File: config.mk
export PLATFORM = sky130hd
export DESIGN_NAME = fetch_ctrl
export DESIGN_NICKNAME = d
export VERILOG_FILES = /design/src/rtl/fetch_ctrl.sv
export SDC_FILE = /design/constraint.sdc
export NUM_CORES = 1
export LEC_CHECK = 0
export BUFFER_PORTS_ARGS = -buffer_cell sky130_fd_sc_hd__buf_2
export CAP_MARGIN = 10
export CORE_MARGIN = 3
export CORE_UTILIZATION = 52
export CTS_CLUSTER_SIZE = 12
export DETAILED_ROUTE_END_ITERATION = 16
export PLACE_DENSITY = 0.79
export SLEW_MARGIN = 5
export SYNTH_ARGS = -nofsm -noshare
export SYNTH_HDL_FRONTEND = slang
export SYNTH_SLANG_ARGS = --single-unit
File: constraint.sdc
create_clock -name clk -period 2.55 [get_ports clk]
set_clock_uncertainty 0.2 [all_clocks]
set_input_delay 0.1275 -clock clk [delete_from_list [all_inputs] [get_ports clk]]
set_output_delay 0.1275 -clock clk [all_outputs]
set_load 0.03 [all_outputs]
File: src/rtl/fetch_ctrl.sv
// Instruction fetch front end: one-entry instruction buffer, PC sequencing and
// branch redirect, with a drain state that retires an in-flight memory request.
module fetch_ctrl #(
  parameter logic [31:0] RESET_VECTOR = 32'h0000_0000
) (
  input  logic        clk,
  input  logic        reset,
  input  logic        freeze,
  input  logic        branch_taken,
  input  logic [31:0] branch_addr,
  input  logic        imem_ready,
  input  logic [31:0] imem_rdata,
  output logic        imem_req,
  output logic [31:0] imem_addr,
  output logic [31:0] pc_out,
  output logic [31:0] instr,
  output logic        instr_valid,
  output logic [31:0] instr_pc4
);

  typedef enum logic [1:0] {IDLE, FETCH, DRAIN} state_e;

  state_e      state_q, state_d;
  logic [31:0] pc_q, pc_d;
  logic [31:0] instr_q, instr_d;
  logic [31:0] pc4_q, pc4_d;
  logic        vld_q, vld_d;
  logic [31:0] tgt_q, tgt_d;
  logic        req;
  logic [31:0] br_tgt;

  // Low address bits are masked rather than dropped so the whole bus is used.
  assign br_tgt = branch_addr & 32'hFFFF_FFFC;

  always_ff @(posedge clk or negedge reset) begin
    if (!reset) begin
      state_q <= IDLE;
      pc_q    <= RESET_VECTOR;
      instr_q <= 32'h0;
      pc4_q   <= 32'h0;
      vld_q   <= 1'b0;
      tgt_q   <= 32'h0;
    end else begin
      state_q <= state_d;
      pc_q    <= pc_d;
      instr_q <= instr_d;
      pc4_q   <= pc4_d;
      vld_q   <= vld_d;
      tgt_q   <= tgt_d;
    end
  end

  always_comb begin
    state_d = state_q;
    pc_d    = pc_q;
    instr_d = instr_q;
    pc4_d   = pc4_q;
    vld_d   = vld_q;
    tgt_d   = tgt_q;
    req     = 1'b0;
    case (state_q)
      IDLE: state_d = FETCH;
      FETCH: begin
        req = !vld_q || !freeze;
        if (branch_taken) begin
          vld_d = 1'b0;
          // An unacknowledged request must be retired before moving the PC.
          if (req && !imem_ready) begin
            state_d = DRAIN;
            tgt_d   = br_tgt;
          end else begin
            pc_d = br_tgt;
          end
        end else if (req && imem_ready) begin
          instr_d = imem_rdata;
          pc4_d   = pc_q + 32'd4;
          vld_d   = 1'b1;
          pc_d    = pc_q + 32'd4;
        end else if (vld_q && !freeze) begin
          vld_d = 1'b0;
        end
      end
      DRAIN: begin
        req   = 1'b1;
        vld_d = 1'b0;
        if (branch_taken) tgt_d = br_tgt;
        if (imem_ready) begin
          pc_d    = branch_taken ? br_tgt : tgt_q;
          state_d = FETCH;
        end
      end
      default: state_d = IDLE;
    endcase
  end

  assign imem_req    = req;
  assign imem_addr   = pc_q;
  assign pc_out      = pc_q;
  assign instr       = instr_q;
  assign instr_valid = vld_q;
  assign instr_pc4   = pc4_q;

endmodule

==> results of run 1 <==
cells in the mapped netlist, types with 7 or more instances:
| master | n |
|---|---|
| dfrtp_1 | 131 |
| mux2_2 | 65 |
| nand2_1 | 57 |
| o21ai_0 | 57 |
| buf_4 | 33 |
| nor2_1 | 31 |
| a21oi_1 | 24 |
| xnor2_1 | 22 |
| clkbuf_1 | 20 |
| buf_2 | 14 |
| nand3_1 | 13 |
| and3_1 | 11 |
| inv_1 | 11 |
| o2bb2ai_1 | 11 |
| a222oi_1 | 7 |
| o22ai_1 | 7 |
| o31a_1 | 7 |
power by group:
group / internal (uW) / switching, uW
clock network: 1750 / 858
logic: 2020 / 3830
registers: 3060 / 820
total: 6840 / 5510
kinds of logic (layout without fill, tap and decap cells):
family                   count (synthesis)  count (layout)  share of synthesized area
XOR/XNOR                                28              28                     0.0377
buffers and inverters                   83             328                     0.0699
flip-flops                             131             131                      0.503
AND/OR/NAND/NOR                        149             149                      0.120
multiplexers                            69              69                      0.119
adder cells (fa/ha/maj)                  4               4                    0.00769
AO/OA/AOI/OAI                          145             145                      0.142
state kept, by name, summed over array words and instances (netlist names):
register     cells
imem_addr       32
instr           32
instr_pc4       32
tgt_q           32
state_q          2
instr_valid      1
final timing paths:
check                                end  slack [ns]  depth (start not counted)
setup / recovery           imem_addr[30]        0.13                          7
hold / removal                 instr[22]        0.13                          2
setup reg to reg           imem_addr[30]        0.13                          7
hold reg to reg            instr_pc4[16]        0.27                          2
max in group asynchronous      tgt_q[17]        1.32                          3
min in group clk           instr_pc4[16]        0.27                          2
metal layers:
| metal | vias to the layer above | global-route usage | part of all wire |
|---|---|---|---|
| li1 | 2624 | - | - |
| met1 | 2784 | 0.358 | 0.41 |
| met2 | 286 | 0.457 | 0.49 |
| met3 | 37 | 0.0649 | 0.073 |
| met4 | 0 | 0.0821 | 0.021 |
| met5 | - | 0 | 0 |
area by class of cell:
class,count,area (um^2),area share
flip-flops and latches,131,3280,0.371
well taps,168,210,0.0238
multi-input cells,395,2810,0.319
clock buffers,21,450,0.0510
clock inverters,11,183,0.0207
repair buffers,285,1860,0.210
inverters,11,41.3,0.00467
per-stage QoR:
stage / util / hold WS, ns / cells
6_report: 0.729 / 0.127 / 1022
5_1_grt: 0.729 / 0.189 / 1022
4_1_cts: 0.729 / 0.144 / 1022
3_5_place_dp: 0.623 / 0.00652 / 924
3_3_place_gp: 0.623 / -0.00154 / 924
2_1_floorplan: - / -0.368 / 609
worst max-delay path, stage by stage (launching register included):
cell and delay, ns:
dfrtp_1 0.43, ha_1 0.29, nand4_2 0.20, nor4_4 0.33, buf_4 0.22, nand4_1 0.19, mux2i_1 0.17, a211o_1 0.27
==> out/results.txt, run 1 <==
outcome = finished, final reports clean
vias per cell = 5.61
Post-CTS Setup Inserts = 0
Post-Syn Area = 6510 um^2
Final ANT Viol Nets = 0
Routed WL per cell = 18.1 um
post-synth top area share = 0.503
most common cell after layout, fill and taps aside = buf_2
Pins Over Slew Limit = 0
crit share post-route = 0.948
Slew @ Worst Pin = 0.721 ns
data required time at the worst endpoint = 2.65 ns
initial drt markers = 653
Max Clock Freq = 414 MHz
Max-slew headroom = 0.519
TritonCTS clock tree = yes
static leakage power = 0.00413 uW
Via Count = 5731
I/O Buffers = 196
first-pass GRT wire length = 30600 um
Area Overhead vs Synth = 35.7%
pin count of the biggest net entering global routing = 94
Tmin final = 2.42 ns
cell area after layout = 8830 um^2
main area contributors after synthesis = dfrtp_1 50%, mux2_2 11%, o21ai_0 4.4%
CP max FO = 9
post-cts sizing count = 0
CP arrival = 2.51 ns
cell row count = 40
commonest non-fill, non-tap cells in the layout = 195 x buf_2, 131 x dfrtp_1, 66 x dlygate4sd3_1
Distinct cells, synth = 53
final setup violation count = 0
Pre-Repair DR Iteration Count = 6
clk sinks = 131
DIE HEIGHT = 118 um
core area = 12100 um^2
power per cell area = 1400 nW/um^2
VDD IR max = 0.877 mV
layout cells sized above 1 = 0.384
syn nets = 682
I/O pin count = 199
Critical Path End Type = flop
Max clock buf depth = 2
Remaining Overflow, GRT = 0
dpl cell area = 7540 um^2
ys async rst share = 1.00
Synth Warn # = 0
Fin. Hold Viols = 0
Fillers = 857
clock transition at the registers of the reported paths = 0.05 ns
CP startpoint = imem_addr[3]
post-route DRC violation count = 0
Clock Latency Late Sink = 0.41 ns
predominant post-synthesis flop cell = dfrtp_1
Max-cap violations = 0
full die area = 13900 um^2
Fin Setup TNS = 0 ns
CTS Buf Count = 17
setup slack after layout = 0.133 ns
starting density of the core = 0.538
Post-CTS Hold Buffers = 66
Setup WS pre-CTS = 0.196 ns
Worst Setup Start Kind = flop
GRT Total Usage = 0.274
worst reg2reg startpoint = imem_addr[3]
EDFF count, synth = 0
cell count after synthesis = 609
Syn Area/Cell = 10.7 um^2
largest area contributor in the netlist = dfrtp_1
synthesized flop and latch total = 131
total routed wirelength = 18500 um
RSZ-0062 raised after global routing = no
Die X = 118 um
fin nets = 914
DPL Wire Length = 12300 um
ANT cells = 0
antenna violations before repair = 0
H-tree Lvls = 4
Hold Path Class = in -> async
Setup CP Type = reg -> reg
Power Total = 12300 uW
Placer Congestion = 0.842
CTS root buf = clkbuf_16
vias in the first global route = 5741
part of the Yosys area used for sequential elements = 0.503
No activity file was read; power rests on OpenSTA's default activity.
==> run 2: changes to the inputs <==
--- a/config.mk
+++ b/config.mk
@@ -7,8 +7,10 @@
 export LEC_CHECK = 0
 export BUFFER_PORTS_ARGS = -buffer_cell sky130_fd_sc_hd__buf_2
 export CAP_MARGIN = 10
+export CELL_PAD_IN_SITES_DETAIL_PLACEMENT = 2
+export CELL_PAD_IN_SITES_GLOBAL_PLACEMENT = 2
 export CORE_MARGIN = 3
-export CORE_UTILIZATION = 52
+export CORE_UTILIZATION = 32
 export CTS_CLUSTER_SIZE = 12
 export DETAILED_ROUTE_END_ITERATION = 16
 export PLACE_DENSITY = 0.79
==> run 2 against run 1 <==
First-iteration DRC count decreased by 63%. Register-to-register slack improved by 0.03 ns. Non-clock buffer count increased by 3. Highest routed layer unchanged. Via count increased by 0.73%. Wire length increased by 29%. Fmax increased by 1.2%. Combinational power increased by 4.1%.
==> out/results.txt, run 2 (same netlist as run 1, synthesis figures left out) <==
outcome = finished, final reports clean (unchanged)
Switch Pwr = 5880 uW (was 5510 uW)
starting density of the core = 0.330 (was 0.538)
dpl cell area = 7710 um^2 (was 7540 um^2)
cell area after layout = 8940 um^2 (was 8830 um^2)
Fin Setup TNS = 0 ns (unchanged)
fin nets = 917 (was 914)
clk sinks = 131 (unchanged)
CTS root buf = clkbuf_16 (unchanged)
I/O Buffers = 196 (unchanged)
antenna violations before repair = 0 (unchanged)
Area Overhead vs Synth = 37.3% (was 35.7%)
commonest non-fill, non-tap cells in the layout = 195 x buf_2, 131 x dfrtp_1, 65 x mux2_2, 65 x dlygate4sd3_1 (was 195 x buf_2, 131 x dfrtp_1, 66 x dlygate4sd3_1)
Clock Latency Late Sink = 0.42 ns (was 0.41 ns)
total routed wirelength = 23700 um (was 18500 um)
Tmin final = 2.39 ns (was 2.42 ns)
data required time at the worst endpoint = 2.64 ns (was 2.65 ns)
ANT cells = 0 (unchanged)
vias per cell = 5.15 (was 5.61)
post-cts sizing count = 0 (unchanged)
master of the slowest instance on the critical path = dfrtp_1 (unchanged)
Worst Setup Start Kind = flop (unchanged)
reg2reg setup slack = 0.16 ns (was 0.13 ns)
initial drt markers = 239 (was 653)
Slew @ Worst Pin = 0.984 ns (was 0.721 ns)
worst path cell trace = ha_1 -> nand4_2 -> nor4_4 -> buf_4 -> nand4_1 -> mux2i_1 -> a211o_1 (unchanged)
Max clock buf depth = 2 (unchanged)
Post-CTS Hold Buffers = 65 (was 66)
cell row count = 51 (was 40)
Pre-Repair DR Iteration Count = 6 (unchanged)
Post-CTS Setup Inserts = 0 (unchanged)
Max-slew headroom = 0.344 (was 0.519)
slowest stage delay, CP = 0.36 ns (was 0.43 ns)
core area = 19700 um^2 (was 12100 um^2)
static leakage power = 0.00412 uW (was 0.00413 uW)
Via Count = 5773 (was 5731)
Max-cap violations = 0 (unchanged)
Routed WL per cell = 21.2 um (was 18.1 um)
full die area = 22100 um^2 (was 13900 um^2)
Power Total = 12500 uW (was 12300 uW)
TritonCTS clock tree = yes (unchanged)
DPL Wire Length = 16200 um (was 12300 um)
sequential share of power = 0.316 (was 0.315)
Critical Path End Type = flop (unchanged)
Comb pwr share = 0.489 (was 0.474)
final setup violation count = 0 (unchanged)
Placer Congestion = 0.794 (was 0.842)
Fin. Hold Viols = 0 (unchanged)
first-pass GRT wire length = 37000 um (was 30600 um)
crit share post-route = 0.937 (was 0.948)
Final ANT Viol Nets = 0 (unchanged)
vias in the first global route = 6297 (was 5741)
switch share = 0.472 (was 0.446)
power per cell area = 1390 nW/um^2 (was 1400 nW/um^2)
pin count of the biggest net entering global routing = 100 (was 94)
Remaining Overflow, GRT = 0 (unchanged)
P_int = 6580 uW (was 6840 uW)
most common cell after layout, fill and taps aside = buf_2 (unchanged)
DIE HEIGHT = 149 um (was 118 um)
CP max FO = 9 (unchanged)
post-route DRC violation count = 0 (unchanged)
VDD IR max = 0.567 mV (was 0.877 mV)
GRT Total Usage = 0.214 (was 0.274)
CP arrival = 2.48 ns (was 2.51 ns)
I/O pin count = 199 (unchanged)
Max Clock Freq = 419 MHz (was 414 MHz)
clock transition at the registers of the reported paths = 0.06 ns (was 0.05 ns)
RSZ-0062 raised after global routing = no (unchanged)
Setup CP Type = reg -> reg (unchanged)
Die X = 149 um (was 118 um)
clock power share = 0.195 (was 0.211)
CTS Buf Count = 17 (unchanged)
layout cells sized above 1 = 0.389 (was 0.384)
Hold Path Class = in -> reg (was in -> async)
Pins Over Slew Limit = 0 (unchanged)
H-tree Lvls = 4 (unchanged)
Fillers = 2018 (was 857)
==> run 2: final timing paths <==
check / startpoint / endpoint / cells after the start
max reg2reg: imem_addr[3] / imem_addr[30] / 7
max: imem_addr[3] / imem_addr[30] / 7
min: branch_taken / state_q[0] / 4
max in group asynchronous: reset / imem_addr[30] / 3
min reg2reg: instr_pc4[14] / instr_pc4[14] / 2
min in group asynchronous: reset / instr[3] / 2
==> run 2: power by group through the flow <==
stage | Combinational [uW] | Clock (uW) | Sequential (uW)
after floorplan | 2860 | 0 | 5150
after global placement | 5800 | 0 | 3820
after detailed placement | 5990 | 0 | 3940
after CTS | 6130 | 2480 | 3930
after global routing | 6540 | 2580 | 4090
final | 6090 | 2430 | 3940
==> run 2: final cells by class <==
type                       instances  area [um^2]  share of cell area
tap                              265          332              0.0371
inverter                          11         41.3             0.00462
multi-input combinational        395         2820               0.315
clock inverter                    12          133              0.0148
timing repair buffer             288         1890               0.211
sequential                       131         3280               0.367
clock buffer                      20          447              0.0500
==> run 2: per-stage QoR <==
step	instances	setup WS, ns	hold WS, ns	util
3_3_place_gp	1025	0.313	0.0988	0.391
3_5_place_dp	1025	0.233	0.124	0.391
2_1_floorplan	609	0.121	-0.368	-
4_1_cts	1122	0.153	0.0778	0.453
6_report	1122	0.162	0.0978	0.453
5_1_grt	1122	0.0134	0.128	0.453
==> run 2: per-layer routing <==
| layer | part of all wire | track usage | up-vias |
|---|---|---|---|
| met2 | 0.49 | 0.367 | 212 |
| met3 | 0.054 | 0.0414 | 32 |
| met1 | 0.44 | 0.277 | 2911 |
| li1 | - | - | 2618 |
| met5 | 0 | 0 | - |
| met4 | 0.013 | 0.0559 | 0 |
==> run 2: critical path, delay by kind of cell, from the launching register on <==
family / cells / cell delay [ns]
adders and majority gates: 1 / 0.27
DFF: 1 / 0.36
and+or+nand+nor: 3 / 0.73
muxes: 1 / 0.18
AOI/OAI and AO/OA: 1 / 0.30
buffers and inverters: 1 / 0.22
==> run 3: changes to the inputs <==
--- a/config.mk
+++ b/config.mk
@@ -9,11 +9,13 @@
 export CAP_MARGIN = 10
 export CELL_PAD_IN_SITES_DETAIL_PLACEMENT = 2
 export CELL_PAD_IN_SITES_GLOBAL_PLACEMENT = 2
+export CORE_ASPECT_RATIO = 1.25
 export CORE_MARGIN = 3
 export CORE_UTILIZATION = 32
 export CTS_CLUSTER_SIZE = 12
 export DETAILED_ROUTE_END_ITERATION = 16
 export PLACE_DENSITY = 0.79
+export SKIP_CTS_REPAIR_TIMING = 1
 export SLEW_MARGIN = 5
 export SYNTH_ARGS = -nofsm -noshare
 export SYNTH_HDL_FRONTEND = slang
==> run 3 against run 2 <==
The run now ends with hold timing left. Critical path type unchanged. Clock-buffer cell count stayed put. Clock power is 5% higher. Die area hardly changed. Highest routed layer unchanged. Global-route usage is 0.89 points lower.
==> out/results.txt, run 3 (same netlist as run 1, synthesis figures left out) <==
outcome = finished with violations (was finished, final reports clean)
violated checks = hold timing
initial drt markers = 237 (was 239)
worst path cell trace = ha_1 -> nand4_2 -> nor4_4 -> buf_4 -> nand4_1 -> mux2i_1 -> a211o_1 (unchanged)
GRT Total Usage = 0.205 (was 0.214)
Setup CP Type = reg -> reg (unchanged)
DIE HEIGHT = 165 um (was 149 um)
post-route DRC violation count = 0 (unchanged)
dpl cell area = 7680 um^2 (was 7710 um^2)
Power Total = 12600 uW (was 12500 uW)
Placer Congestion = 0.783 (was 0.794)
power per cell area = 1410 nW/um^2 (was 1390 nW/um^2)
starting density of the core = 0.331 (was 0.330)
TritonCTS clock tree = yes (unchanged)
master of the slowest instance on the critical path = dfrtp_1 (unchanged)
slowest stage delay, CP = 0.37 ns (was 0.36 ns)
data required time at the worst endpoint = 2.65 ns (was 2.64 ns)
commonest non-fill, non-tap cells in the layout = 195 x buf_2, 131 x dfrtp_1, 65 x mux2_2 (was 195 x buf_2, 131 x dfrtp_1, 65 x mux2_2, 65 x dlygate4sd3_1)
CP arrival = 2.48 ns (about the same)
layout cells sized above 1 = 0.388 (was 0.389)
most common cell after layout, fill and taps aside = buf_2 (unchanged)
first-pass GRT wire length = 35500 um (was 37000 um)
Die X = 134 um (was 149 um)
met2 WL = 13100 um (was 11700 um)
Max-cap violations = 0 (unchanged)
cell row count = 57 (was 51)
H-tree Lvls = 4 (unchanged)
Remaining Overflow, GRT = 0 (unchanged)
routed wl met3 = 1030 um (was 1270 um)
Final ANT Viol Nets = 0 (unchanged)
core area = 19700 um^2 (about the same)
RSZ-0062 raised after global routing = no (unchanged)
Util after Layout = 0.454 (was 0.453)
static leakage power = 0.00411 uW (was 0.00412 uW)
Slew @ Worst Pin = 0.728 ns (was 0.984 ns)
Hold Path Class = in -> reg (unchanged)
vias per cell = 5.18 (was 5.15)
top layer in use = met4 (unchanged)
Pre-Repair DR Iteration Count = 4 (was 6)
CP max FO = 9 (unchanged)
full die area = 22100 um^2 (about the same)
worst reg2reg startpoint = imem_addr[2] (was imem_addr[3])
I/O Buffers = 196 (unchanged)
Hold WS = -0.0237 ns (was 0.0978 ns)
Clock Latency Late Sink = 0.42 ns (about the same)
I/O pin count = 199 (unchanged)
final setup violation count = 0 (unchanged)
Fin Setup TNS = 0 ns (unchanged)
clk sinks = 131 (unchanged)
DRT met1 WL = 10200 um (was 10400 um)
pin count of the biggest net entering global routing = 94 (was 100)
crit share post-route = 0.933 (was 0.937)
clock transition at the registers of the reported paths = 0.06 ns (about the same)
CTS root buf = clkbuf_16 (unchanged)
Tmin final = 2.38 ns (was 2.39 ns)
DPL Wire Length = 16000 um (was 16200 um)
Worst Setup Start Kind = flop (unchanged)
CP startpoint = imem_addr[2] (was imem_addr[3])
VDD IR max = 0.544 mV (was 0.567 mV)
fin nets = 910 (was 917)
CTS Buf Count = 17 (unchanged)
cell area after layout = 8940 um^2 (about the same)
Routed WL per cell = 22.1 um (was 21.2 um)
vias in the first global route = 6101 (was 6297)
reg2reg setup slack = 0.17 ns (was 0.16 ns)
Max-slew headroom = 0.515 (was 0.344)
Area Overhead vs Synth = 37.3% (about the same)
Max clock buf depth = 2 (unchanged)
worst hold start = imem_ready (was branch_taken)
Pins Over Slew Limit = 0 (unchanged)
Fin. Hold Viols = 2 (was 0)
total routed wirelength = 24700 um (was 23700 um)
Critical Path End Type = flop (unchanged)
Max Clock Freq = 420 MHz (was 419 MHz)
Via Count = 5774 (was 5773)
antenna violations before repair = 0 (unchanged)
ANT cells = 0 (unchanged)
## run 3: worst max-delay path, delay by kind of cell, from the launching register on
family                     cells  cell delay (ns)
and+or+nand+nor                3             0.74
DFF                            1             0.37
adders and majority gates      1             0.28
AOI/OAI and AO/OA              1             0.27
buffers and inverters          1             0.22
muxes                          1             0.18
## run 3: layer usage
metal / up-vias / global-route usage
met3: 23 / 0.0458
met2: 170 / 0.364
li1: 2601 / -
met4: 0 / 0.0608
met1: 2980 / 0.248
met5: - / 0
## run 3: worst paths after layout
path / end / cells after the start
max: imem_addr[30] / 7
min: instr_valid / 3
max reg2reg: imem_addr[30] / 7
min reg2reg: instr_pc4[17] / 2
max in group asynchronous: instr[8] / 3
min in group asynchronous: instr[22] / 2
## run 3: power by group
group	leakage [uW]	internal [uW]	total, uW	switching (uW)
sequential	0.00160	3060	4010	946
combinational	0.00221	2030	6070	4040
clock	0.000302	1620	2560	946
total	0.00411	6710	12600	5930
## run 3: final cells by class
cell class                      count  area, um^2
Fill cell                        2043       10700
Sequential cell                   131        3280
Multi-Input combinational cell    395        2820
Timing Repair Buffer              281        1850
Clock buffer                       20         467
Tap cell                          265         332
Clock inverter                     12         155
Inverter                           11        41.3
## run 3: metrics by stage
stage / setup slack, ns / cells
global route: 0.0403 / 1115
CTS: 0.139 / 1051
finish: 0.170 / 1115
detailed placement: 0.203 / 1019
floorplan: 0.121 / 609
global placement: 0.276 / 1019
